===== src/rtl/taillight_seq.sv =====
// Turn-signal / hazard sequencer for two LAMPS-wide banks, stepped by a DIV prescaler.
// Optional brake overlay: define TAILLIGHT_BRAKE_EN.
module taillight_seq #(
   parameter int LAMPS = 3,
   parameter int DIV   = 1
) (
   input  logic             clk,
   input  logic             reset,
   input  logic             L,
   input  logic             R,
   input  logic             H,
`ifdef TAILLIGHT_BRAKE_EN
   input  logic             brake,
`endif
   output logic [LAMPS-1:0] left,
   output logic [LAMPS-1:0] right,
   output logic             busy
);

   localparam int CW = (DIV > 1) ? $clog2(DIV) : 1;
   localparam int PW = $clog2(LAMPS + 1);
   localparam logic [CW-1:0] LAST = CW'(DIV - 1);
   localparam logic [PW-1:0] PMAX = PW'(LAMPS);

   typedef enum logic [1:0] {
      IDLE,
      LSWEEP,
      RSWEEP,
      HAZ
   } state_t;

   state_t           state;
   state_t           state_n;
   logic [PW-1:0]    p;
   logic [PW-1:0]    p_n;
   logic [CW-1:0]    cnt;
   logic             tick;
   logic             hz;
   logic [LAMPS-1:0] mask;

   assign tick = (cnt == LAST);
   assign hz   = H | (L & R);
   assign busy = (state != IDLE);
   assign mask = ~({LAMPS{1'b1}} << p);

   always_ff @(posedge clk or negedge reset) begin
      if (!reset) begin
         state <= IDLE;
         p     <= '0;
         cnt   <= '0;
      end else begin
         state <= state_n;
         p     <= p_n;
         cnt   <= tick ? '0 : cnt + 1'b1;
      end
   end

   // A started sweep always runs to its all-off step; only hazard preempts it.
   always_comb begin
      state_n = state;
      p_n     = p;
      if (tick) begin
         unique case (state)
            IDLE: begin
               if (hz) begin
                  state_n = HAZ;
                  p_n     = '0;
               end else if (L) begin
                  state_n = LSWEEP;
                  p_n     = PW'(1);
               end else if (R) begin
                  state_n = RSWEEP;
                  p_n     = PW'(1);
               end
            end
            LSWEEP, RSWEEP: begin
               if (p == PMAX) begin
                  state_n = IDLE;
                  p_n     = '0;
               end else if (hz) begin
                  state_n = HAZ;
                  p_n     = '0;
               end else begin
                  p_n = p + 1'b1;
               end
            end
            HAZ: begin
               state_n = IDLE;
               p_n     = '0;
            end
         endcase
      end
   end

   always_comb begin
      left  = '0;
      right = '0;
      unique case (state)
         IDLE:   ;
         LSWEEP: left  = mask;
         RSWEEP: right = mask;
         HAZ: begin
            left  = '1;
            right = '1;
         end
      endcase
`ifdef TAILLIGHT_BRAKE_EN
      // Brake lights any bank not busy showing a turn sweep.
      if (brake) begin
         if (state != LSWEEP) left  = '1;
         if (state != RSWEEP) right = '1;
      end
`endif
   end

endmodule


===== config.mk =====
export PLATFORM = sky130hd
export DESIGN_NAME = taillight_seq
export DESIGN_NICKNAME = d
export VERILOG_FILES = /design/src/rtl/taillight_seq.sv
export SDC_FILE = /design/constraint.sdc
export NUM_CORES = 1
export LEC_CHECK = 0
export CORE_AREA = 3 3 40 42
export CTS_BUF_LIST = sky130_fd_sc_hd__clkbuf_8
export DETAILED_ROUTE_END_ITERATION = 7
export DIE_AREA = 0 0 43 45
export SLEW_MARGIN = 10
export SYNTH_ARGS = -nofsm -noshare
export SYNTH_HDL_FRONTEND = slang
export SYNTH_SLANG_ARGS = --single-unit

===== constraint.sdc =====
create_clock -name clk -period 1.7 [get_ports clk]
set_input_delay 0.17 -clock clk [delete_from_list [all_inputs] [get_ports clk]]
set_output_delay 0.17 -clock clk [all_outputs]
set_load 0.01 [all_outputs]

==> impl_metrics.toml <==
[synthesis]
synth-adder-area-share_pct = 23.49
synth-compound-area-share_pct = 26.85
synthesis.area_um2 = 372.9
syn_avg_cell_area_um2 = 9.321
syn_inst = 40
synth_nets = 52
yosysWarningCount = 0
netlist.area_leader.share_pct = 26.85
netlist-cell-type-count = 14
yosys.area_share.xor_xnor_pct = 0
ys_ff_latch = 4
synthMuxAreaShare_pct = 0
synthTopCellsByArea = "dfrtp_1 (27%), ha_1 (23%), a21o_1 (12%)"
yosys.area_share.simple_pct = 15.77
synth.yosys.seq_area_share_pct = 26.85
synth_top_family_by_area = "compound AO/OA/AOI/OAI gates"
yosysTopAreaCell = "dfrtp_1"

[placement]
dp_cells = 66
detailed_place_hpwl_um = 576.5
gp_congestion = 0.7314
io_buffers = 11

[routing]
firstDrtPassIters = 4
drtIter0Drc = 4
drc = 0
ant_nets = 0
viasPerCell = 4.634
routed_wirelength_um = 726
via_count = 329
post_drt_wl_per_cell_um = 10.23

[global_routing]
grt_pass1_wl_um = 1242
overflow = 0
grt_pass1_vias = 311
grt_use_total_pct = 8.870
antenna_found_initial = 0
grt_max_degree = 7

[setup_path]
crit_arrival_ps = 1440
worstSetupEndpointType = "output pin"
r2r-end = "state[1]$_DFFE_PN0P_"
setup.worst_path.end = "busy"
required_ps = 1530
path_class = "flop to output pin"
r2r_cells = 5
startpoint = "state[1]$_DFFE_PN0P_"
critPathMaxFanout = 4
reg2reg_from = "state[1]$_DFFE_PN0P_"
reg2reg_slack_ps = 260
start_kind = "flop"

[cts]
clk_path_buf_depth = 2
htreeDepth = 1
cts_tree = "done"
clk_pin_slew_worst_paths_ps = 30
ctsRootBufferMaster = "clkbuf_8"
hold_buffers = 0
clk_latency_ps = 210
clock-sinks = 4
cts_buffers = 3

[pwr]
peakVddDrop_uv = 755.2
power_leakage_nw = 0.3024
power_density_nw_per_um2 = 1834

[timing]
tightest_slew_ps = 375.8
clock_skew_ps = 1.631
hold_viol = 0
fin_crit_sh_pct = 94.65
slew_violations = 0
setup_viol = 0
rsz0062_at_grt = "false"
fin_tns_setup_ps = 0
period_minus_slack_ps = 1609
max_freq_mhz = 621.5
worst_slew_margin_rel_pct = 74.84

[layout]
fillCellCount = 127
syn2layout_area_growth_pct = 49.66
fin_nets = 70
multi_input_area_um2 = 254.0
fin_cells = 71
regArea_um2 = 100.1
drive_gt1_share_pct = 21.43
num_antenna_cells = 0
final_cell_mix = "a21o_1 (6), dlygate4sd2_1 (6), inv_1 (5), clkdlybuf4s50_1 (5)"

[floorplanning]
rows = 13
dieArea_um2 = 1935
io_pins = 12
core_um2 = 1285
start_util_pct = 29.02
die_h_um = 45
fp.dieW_um = 43

[min_path]
holdCritPathClass = "input port to asynchronous set/reset pin"

[status]
outcome = "complete, no violations"

[flow_run]
cap_violations = 0
==> state kept, by name (all words and copies together) (netlist names) <==
register	count
p	2
state	2
==> cells in the mapped netlist <==
library cell and number:
nand2_1 2, nor2_2 1, nor2b_1 1, a21o_1 6, o31ai_1 1, a21oi_1 3, nand4b_1 1, ha_1 7
dfrtp_1 4, inv_1 7, a2bb2oi_1 2, o21ai_0 3, nand2b_1 1, nor4b_4 1
==> how the worst min path moves through the flow <==
| stage | startpoint | to | slack [ps] | depth (start not counted) |
|---|---|---|---|---|
| floorplan | reset | p[0]$_DFFE_PN0P_ | -130 | 0 |
| global placement | reset | p[0]$_DFFE_PN0P_ | 380 | 1 |
| detailed placement | reset | p[1]$_DFFE_PN0P_ | 380 | 1 |
| CTS | reset | p[1]$_DFFE_PN0P_ | 150 | 1 |
| global route | reset | p[1]$_DFFE_PN0P_ | 170 | 1 |
| finish | reset | p[0]$_DFFE_PN0P_ | 150 | 1 |
==> area by class of cell <==
type / count / area share (%)
clock buffers: 3 / 7.399
inverters: 7 / 4.709
multi-input cells: 29 / 45.52
flip-flops and latches: 4 / 17.94
well taps: 15 / 3.363
repair buffers: 13 / 21.08
==> per-stage QoR <==
step,power (mW),worst slack (ps),instance area [um2],hold slack (ps),utilization (%)
6_report,1.023,90.88,558.0,154.1,43.43
5_1_grt,1.119,9.287,558.0,171.5,43.43
4_1_cts,1.023,44.66,550.5,152.0,42.84
3_5_place_dp,0.8611,153.0,501.7,380.5,39.05
3_3_place_gp,0.8674,157.1,501.7,380.5,39.05
2_1_floorplan,0.5839,382.9,372.9,-125.6,-
==> cell families after synthesis <==
kind of cell    count (synthesis)
compound gates                 15
buf+inv                         7
fa+ha+maj                       7
simple gates                    7
flops                           4
==> repair_timing <==
item | CTS | global route
pin swaps | 0 | 0
setup endpoints to repair | 6 | 1
buffers inserted | 1 | 1
resized for setup | 11 | 0
endpoints found under the hold margin | 0 | 0
==> where the power goes <==
part | total [mW] | internal, mW | switching (mW) | leakage [nW]
registers | 0.182 | 0.140 | 0.0422 | 0.0499
logic | 0.647 | 0.337 | 0.310 | 0.231
clock network | 0.195 | 0.150 | 0.0441 | 0.0216
==> metal layers <==
layer	vias up	track usage, %	wire length, um
met2	12	13.47	357
met5	-	0	0
li1	171	-	-
met1	146	10.02	317
met3	0	1.992	51
met4	0	9.036	0
==> critical path, stage by stage, from the launching register on <==
cell and delay, ps:
dfrtp_1 390, inv_2 70, ha_1 190, inv_1 50, clkdlybuf4s50_1 520
No activity file was read; power rests on OpenSTA's default activity.
